===== src/rtl/fetch_queue_if.sv =====
// Handshake/bus bundle for fetch_queue: instruction-memory read port, downstream
// valid/ready output, and redirect/halt control.
interface fetch_queue_if #(
  parameter int ADDR_W = 4,
  parameter int DATA_W = 8
);
  logic              mem_rd_en;
  logic [ADDR_W-1:0] mem_addr;
  logic [DATA_W-1:0] mem_rdata;
  logic              out_valid;
  logic              out_ready;
  logic [DATA_W-1:0] out_instr;
  logic [ADDR_W-1:0] out_pc;
  logic              redirect;
  logic [ADDR_W-1:0] redirect_pc;
  logic              halt;
  logic              halted;

  // Fetch stage side
  modport master (
    output mem_rd_en, mem_addr, out_valid, out_instr, out_pc, halted,
    input  mem_rdata, out_ready, redirect, redirect_pc, halt
  );

  // Memory / downstream / control side
  modport slave (
    input  mem_rd_en, mem_addr, out_valid, out_instr, out_pc, halted,
    output mem_rdata, out_ready, redirect, redirect_pc, halt
  );
endinterface


===== src/rtl/fetch_queue.sv =====
// Instruction fetch stage: owns the PC, reads a 1-cycle-latency memory and buffers
// {pc,instr} in a prefetch queue. Optional counters enabled by FETCH_PERF_EN.
module fetch_queue #(
  parameter int              ADDR_W   = 4,
  parameter int              DATA_W   = 8,
  parameter int              DEPTH    = 4,
  parameter logic [ADDR_W-1:0] RESET_PC = '0
) (
  input  logic          clk,
  input  logic          reset,
  fetch_queue_if.master bus
`ifdef FETCH_PERF_EN
  ,
  output logic [15:0]   perf_fetch_cnt,
  output logic [15:0]   perf_stall_cnt
`endif
);

  localparam int PTR_W = $clog2(DEPTH);
  localparam int CNT_W = PTR_W + 1;
  localparam logic [CNT_W:0] DEPTH_L = (CNT_W+1)'(DEPTH);

  typedef enum logic {ST_FETCH, ST_HALT} state_e;

  state_e            state_q;
  logic [ADDR_W-1:0] fetch_pc_q;
  logic [ADDR_W-1:0] pend_pc_q;
  logic              inflight_q;
  logic [PTR_W-1:0]  wr_ptr_q;
  logic [PTR_W-1:0]  rd_ptr_q;
  logic [CNT_W-1:0]  count_q;

  logic [DATA_W-1:0] instr_q [DEPTH];
  logic [ADDR_W-1:0] pc_q    [DEPTH];

  logic              issue;
  logic              enq;
  logic              deq;
  logic              head_valid;
  logic [CNT_W:0]    occupancy;

  // Occupancy includes the read in flight so a returning word always has a slot.
  always_comb begin
    occupancy  = {1'b0, count_q} + {{CNT_W{1'b0}}, inflight_q};
    head_valid = (count_q != '0);
    issue      = ~reset & (state_q == ST_FETCH) & ~bus.halt & ~bus.redirect
                 & (occupancy < DEPTH_L);
    enq        = inflight_q & ~bus.redirect;
    deq        = head_valid & bus.out_ready & ~bus.redirect;
  end

  assign bus.mem_rd_en = issue;
  assign bus.mem_addr  = fetch_pc_q;
  assign bus.out_valid = head_valid;
  assign bus.out_instr = head_valid ? instr_q[rd_ptr_q] : '0;
  assign bus.out_pc    = head_valid ? pc_q[rd_ptr_q]    : '0;
  assign bus.halted    = (state_q == ST_HALT);

  genvar gi;
  generate
    for (gi = 0; gi < DEPTH; gi++) begin : g_entry
      always_ff @(posedge clk) begin
        if (enq && (wr_ptr_q == PTR_W'(gi))) begin
          instr_q[gi] <= bus.mem_rdata;
          pc_q[gi]    <= pend_pc_q;
        end
      end
    end
  endgenerate

  always_ff @(posedge clk) begin
    if (reset) begin
      state_q    <= ST_FETCH;
      fetch_pc_q <= RESET_PC;
      pend_pc_q  <= '0;
      inflight_q <= 1'b0;
      wr_ptr_q   <= '0;
      rd_ptr_q   <= '0;
      count_q    <= '0;
    end else begin
      inflight_q <= issue;
      if (issue) begin
        pend_pc_q  <= fetch_pc_q;
        fetch_pc_q <= fetch_pc_q + 1'b1;
      end
      if (bus.redirect) begin
        // Flush drops queued entries and the word returning this cycle.
        fetch_pc_q <= bus.redirect_pc;
        wr_ptr_q   <= '0;
        rd_ptr_q   <= '0;
        count_q    <= '0;
        state_q    <= ST_FETCH;
      end else begin
        if (enq) wr_ptr_q <= wr_ptr_q + 1'b1;
        if (deq) rd_ptr_q <= rd_ptr_q + 1'b1;
        case ({enq, deq})
          2'b10:   count_q <= count_q + 1'b1;
          2'b01:   count_q <= count_q - 1'b1;
          default: count_q <= count_q;
        endcase
        if (bus.halt) state_q <= ST_HALT;
      end
    end
  end

`ifdef FETCH_PERF_EN
  logic [15:0] fetch_cnt_q;
  logic [15:0] stall_cnt_q;

  always_ff @(posedge clk) begin
    if (reset) begin
      fetch_cnt_q <= '0;
      stall_cnt_q <= '0;
    end else begin
      if (issue && (fetch_cnt_q != 16'hFFFF))
        fetch_cnt_q <= fetch_cnt_q + 16'd1;
      if (head_valid && !bus.out_ready && (stall_cnt_q != 16'hFFFF))
        stall_cnt_q <= stall_cnt_q + 16'd1;
    end
  end

  assign perf_fetch_cnt = fetch_cnt_q;
  assign perf_stall_cnt = stall_cnt_q;
`endif

endmodule


===== src/flat_wrapper.sv =====
// flat-port wrapper written by rule: the top's interface ports become plain ports
module fetch_queue_flat 
#(
  parameter int              ADDR_W   = 4,
  parameter int              DATA_W   = 8,
  parameter int              DEPTH    = 4,
  parameter logic [ADDR_W-1:0] RESET_PC = '0
)
  (clk, reset, bus_mem_rd_en, bus_mem_addr, bus_out_valid, bus_out_instr, bus_out_pc, bus_halted, bus_mem_rdata, bus_out_ready, bus_redirect, bus_redirect_pc, bus_halt);
  fetch_queue_if #(.ADDR_W(ADDR_W), .DATA_W(DATA_W)) bus_i ();
  input  logic clk;
  input  logic reset;
  output wire logic [$bits(bus_i.mem_rd_en)-1:0] bus_mem_rd_en;
  output wire logic [$bits(bus_i.mem_addr)-1:0] bus_mem_addr;
  output wire logic [$bits(bus_i.out_valid)-1:0] bus_out_valid;
  output wire logic [$bits(bus_i.out_instr)-1:0] bus_out_instr;
  output wire logic [$bits(bus_i.out_pc)-1:0] bus_out_pc;
  output wire logic [$bits(bus_i.halted)-1:0] bus_halted;
  input wire logic [$bits(bus_i.mem_rdata)-1:0] bus_mem_rdata;
  input wire logic [$bits(bus_i.out_ready)-1:0] bus_out_ready;
  input wire logic [$bits(bus_i.redirect)-1:0] bus_redirect;
  input wire logic [$bits(bus_i.redirect_pc)-1:0] bus_redirect_pc;
  input wire logic [$bits(bus_i.halt)-1:0] bus_halt;
  assign bus_mem_rd_en = bus_i.mem_rd_en;
  assign bus_mem_addr = bus_i.mem_addr;
  assign bus_out_valid = bus_i.out_valid;
  assign bus_out_instr = bus_i.out_instr;
  assign bus_out_pc = bus_i.out_pc;
  assign bus_halted = bus_i.halted;
  assign bus_i.mem_rdata = bus_mem_rdata;
  assign bus_i.out_ready = bus_out_ready;
  assign bus_i.redirect = bus_redirect;
  assign bus_i.redirect_pc = bus_redirect_pc;
  assign bus_i.halt = bus_halt;
  fetch_queue #(.ADDR_W(ADDR_W), .DATA_W(DATA_W), .DEPTH(DEPTH), .RESET_PC(RESET_PC)) u_core (.clk(clk), .reset(reset), .bus(bus_i));
endmodule

===== config.mk =====
export PLATFORM = sky130hd
export DESIGN_NAME = fetch_queue_flat
export DESIGN_NICKNAME = d
export VERILOG_FILES = /design/src/rtl/fetch_queue_if.sv /design/src/rtl/fetch_queue.sv /design/src/flat_wrapper.sv
export SDC_FILE = /design/constraint.sdc
export NUM_CORES = 1
export LEC_CHECK = 0
export BUFFER_PORTS_ARGS = -buffer_cell sky130_fd_sc_hd__clkbuf_2
export CORE_MARGIN = 2
export CORE_UTILIZATION = 52
export DETAILED_ROUTE_END_ITERATION = 7
export PLACE_DENSITY = 0.84
export SYNTH_ARGS = -nofsm -noshare
export SYNTH_HDL_FRONTEND = slang
export SYNTH_SLANG_ARGS = --single-unit

===== constraint.sdc =====
create_clock -name clk -period 3 [get_ports clk]
set_input_delay 0.6 -clock clk [delete_from_list [all_inputs] [get_ports clk]]
set_output_delay 0.6 -clock clk [all_outputs]
set_load 0.005 [all_outputs]

# Word level (Yosys, flattened, before mapping)
# Memory sizes are Yosys's and may differ from the RTL's. A register that Yosys moved wholly into a read port is not among the register bits.
# Index checks and enable logic that the tools add are counted.
# word_totals
memories,2
ram_bits,48
reg_bits,17
out_inout_bits,19
# op_classes
muxes,35
bitwise_logic,11
order_cmp,1
eq_ne,5
addsub,6
reduce_logical,15
# mem_list
name,words,word_bits,rd,rd_clocked_by_memory_dff,wr,line_no,text
u_core.instr_q,4,8,1,1,1,fetch_queue.sv:33,logic [DATA_W-1:0] instr_q [DEPTH];
u_core.pc_q,4,4,1,1,1,fetch_queue.sv:34,logic [ADDR_W-1:0] pc_q [DEPTH];
# op_table
cell,count
8-bit two-way mux,4
4-bit two-way mux,6
8-bit OR reduction,3
2-bit two-way mux,10
1-bit two-way mux,14
4-bit OR reduction,3
1-bit AND,7
"2-bit equality test, second input constant",3
3-bit case mux with 2 select lines,1
"2-bit by 1-bit adder with 2-bit output, second input constant",2
3-bit by 1-bit adder with 4-bit output,1
"4-bit by 1-bit adder with 4-bit output, second input constant",1
"2-bit by 1-bit equality test with 1-bit output, second input constant",2
1-bit logical AND,4
"4-bit by 3-bit less-than comparator with 1-bit output, second input constant",1
1-bit NOT,4
2-bit nonzero test,2
"3-bit by 1-bit adder with 3-bit output, second input constant",1
3-bit nonzero test,1
"3-bit by 1-bit subtractor with 3-bit output, second input constant",1
2-bit zero test,1
2-bit OR reduction,1

# Longest topological paths before layout
# depth
depth_word,9
depth_mapped,9
ltp_nobuf,8

# Worst setup path after synthesis
# No wires, ideal clock.
# synth_path
path_type,input -> register
from,input bus_redirect
to,register u_core.count_q[2]
stages,8
required_ns,2.929
path_slack_ns,0.768
t_arrival_ns,2.161
n_path_buf,1
cell_sequence,clkbuf_8 > nor2_1 > ha_1 > inv_1 > fa_1 > xor2_1 > or3_2 > a21oi_1
# synth_via
elab_chain_len,4
# synth_rtl
element,line_no,text
from (decl),flat_wrapper.sv:21,input wire logic [$bits(bus_i.redirect)-1:0] bus_redirect;
1-bit NOT *,fetch_queue.sv:49,deq = head_valid & bus.out_ready & ~bus.redirect;
1-bit AND *,fetch_queue.sv:49,
via u_core.deq,fetch_queue.sv:38,logic deq;
2-bit by 1-bit equality test with 1-bit output or 2-bit equality test (tied branches),fetch_queue.sv:96,"case ({enq, deq})"
3-bit case mux with 2 select lines or 2-bit nonzero test (tied branches),-,
to (signal assigned),fetch_queue.sv:97,2'b10: count_q <= count_q + 1'b1;
to (signal assigned),fetch_queue.sv:98,2'b01: count_q <= count_q - 1'b1;
to (signal assigned),fetch_queue.sv:99,default: count_q <= count_q;
to (decl),fetch_queue.sv:31,logic [CNT_W-1:0] count_q;
# The timed path passes the listed nets; every way through them passes the cells marked *.
# A chain may end at the register's enable or synchronous reset.

==> impl_metrics.ini <==
[outcome]
status = finished, final reports clean

[global_route]
met2_usage = 0.276
grt_pass1_wl_um = 7590
top_usage_layer = met2
met1_usage = 0.211
grt_usage = 0.167
antenna_found_initial = 0
grt_overflow = 0
grtUsageMet3 = 0.0329
grt_max_degree = 14
first_global_vias = 1580

[synth]
synthAdderAreaFrac = 0.0345
ys_seq_area_frac = 0.661
synth_cells = 180
yosys.area_share.simple = 0.102
synth_top_family_by_area = multiplexers
yosys_warnings = 0
syn_nets = 204
ys_types = 33
avgSynthCellArea_um2 = 15.3
synth_edf_count = 48
synthXorXnorAreaFrac = 0.0159
synth_top_cell_area_share = 0.523
synth_area_leaders = edfxtp_1 (52%), dfxtp_1 (14%), mux4_2 (9.8%), nor2b_1 (3.2%), ha_1 (2.7%)
synth_top_flop_cell = edfxtp_1
synth_area_leader_cell = edfxtp_1
synth_seq_cells = 67
ys_async_sr_fraction = 0
synthMuxAreaShare = 0.105
synth_compound_area_frac = 0.0481
syn_area_mm2 = 0.00276

[worst_setup_path]
cp-start-kind = flop
crit_type = flop to output port
end_kind = output port
required_ns = 2.40
slowest_delay_ns = 0.53
cp_max_fo = 12
cp_cell_sequence = buf_4, mux4_2, nor2b_1, clkbuf_2
worstPathArrival_ns = 1.67
reg2reg_slack_ns = 0.80
cp_slowest_cell = mux4_2

[timing]
slew_violations = 0
rsz0062_at_grt = false
period_share = 0.758
tns_ns = 0
max_freq_ghz = 0.440
fin_skew_ns = 0.00342
relSlewSlack = 0.517
min_period_ns = 2.27
tightestPinTransition_ns = 0.718
setup_ws_ns = 0.725
finalSetupViolCount = 0
hold_violations = 0

[drt]
vias_per_cell = 5.33
drt-total-wl_um = 4560
wl_per_cell_um = 15.4
drt_iter0_drc = 75
first_pass_iters = 5
ant_nets = 0
vias = 1573
drcViolationCount = 0

[floorplanning]
io_pins = 36
die_x_um = 76.8
start_util = 0.539
rows = 26
fp.dieH_um = 76.8
die_area_mm2 = 0.00590
core_area_mm2 = 0.00511

[clock_tree]
root_buffer = clkbuf_8
clk_latency_ns = 0.32
cts_tree = done
ctsResizeCount = 0
cts.sinks = 67
cts_buffers = 9
path_clk_slew_ns = 0.06
clockBufferDepth = 2
post_cts_buffers = 0
htreeDepth = 3
hold_buffers = 0

[final_layout]
final_cell_mix = edfxtp_1 (48), clkbuf_2 (35), dfxtp_1 (19)
seq_area_mm2 = 0.00182
final_common_cell = edfxtp_1
num_antenna_cells = 0
final_core_util = 0.614
fillers = 404
fin_cells = 295
syn_to_final_growth_pct = 13.8
multi_input_area_um2 = 842
nets = 244
drive_above_1_share = 0.280

[power_and_ir_drop]
ir_worst_vdd_v = 0.000276
p_leak_nw = 1.11
power.density_mw_per_mm2 = 539

[placed_design]
dp_cells = 279
gp_congestion = 0.749
portBuffers = 35
dp_hpwl_um = 3030
place_ws_ns = 0.526

[worst_hold_path]
min_path_type = input port to flop

[flow_run]
maxCapViolations = 0
[final cells by class]
class | count | share of cell area
Clock inverter | 3 | 0.00439
Inverter | 8 | 0.00958
Tap cell | 70 | 0.0279
Multi-Input combinational cell | 97 | 0.269
Timing Repair Buffer | 37 | 0.0607
Clock buffer | 13 | 0.0475
Sequential cell | 67 | 0.581
[metrics by stage]
| stage | power [W] | hold WS, ns | instance area, µm² |
|---|---|---|---|
| 2_1_floorplan | 0.00106 | 0.460 | 2760 |
| 3_3_place_gp | 0.00109 | 0.492 | 2970 |
| 3_5_place_dp | 0.00109 | 0.487 | 2970 |
| 4_1_cts | 0.00171 | 0.485 | 3130 |
| 5_1_grt | 0.00174 | 0.490 | 3130 |
| 6_report | 0.00169 | 0.503 | 3130 |
[worst paths after layout]
check                                             from                    to  cells past startpoint
worst max-delay path                              flop         bus_out_pc[2]                      4
worst min-delay path                  bus_mem_rdata[5]  u_core.instr_q[0][5]                      1
worst max register to register       u_core.count_q[0]     u_core.count_q[2]                      8
worst min register to register  u_core.bus.mem_addr[3]   u_core.pend_pc_q[3]                      2
[cells in the mapped netlist, drive strengths merged, types with 3 or more instances]
master	instances
clkbuf	5
a311oi	3
xor2	4
nor3	5
mux4	12
dfxtp	19
inv	7
nand3	3
nor2b	14
o31ai	5
ha	6
edfxtp	48
a21oi	5
and2	4
nor2	15
nand4	3
[critical path: cells and delay by family (launching register included)]
kind | cells | cell delay, ns
simple gates | 1 | 0.15
buf+inv | 2 | 0.37
mux | 1 | 0.53
flops | 1 | 0.31
[flip-flops by register name (all words and copies together), names as in the netlist, named ones only]
register	cells
u_core.count_q	3
u_core.bus.halted	1
u_core.rd_ptr_q	2
u_core.pend_pc_q	4
u_core.inflight_q	1
u_core.pc_q	16
u_core.instr_q	32
u_core.bus.mem_addr	4
u_core.wr_ptr_q	2
[where the power goes]
part	switching (W)	internal [W]
Sequential	0.0000108	0.00100
Clock	0.000298	0.000318
Combinational	0.0000342	0.0000278
Total	0.000343	0.00135
[metal layers]
layer	vias up	part of all wire	wire length (µm)
met3	4	0.045	203
met5	-	0	0
li1	763	-	-
met2	43	0.50	2290
met1	763	0.45	2030
met4	0	0.0083	38
[cell families (layout without fill, tap and decap cells)]
| kind of cell | Yosys count | count (layout) |
|---|---|---|
| DFF | 67 | 67 |
| AOI/OAI and AO/OA | 19 | 19 |
| xor gates and xnor gates | 5 | 5 |
| buffers and inverters | 16 | 61 |
| adders and majority gates | 7 | 7 |
| and+or+nand+nor | 52 | 52 |
| muxes | 14 | 14 |
No activity file was read; power rests on OpenSTA's default activity.
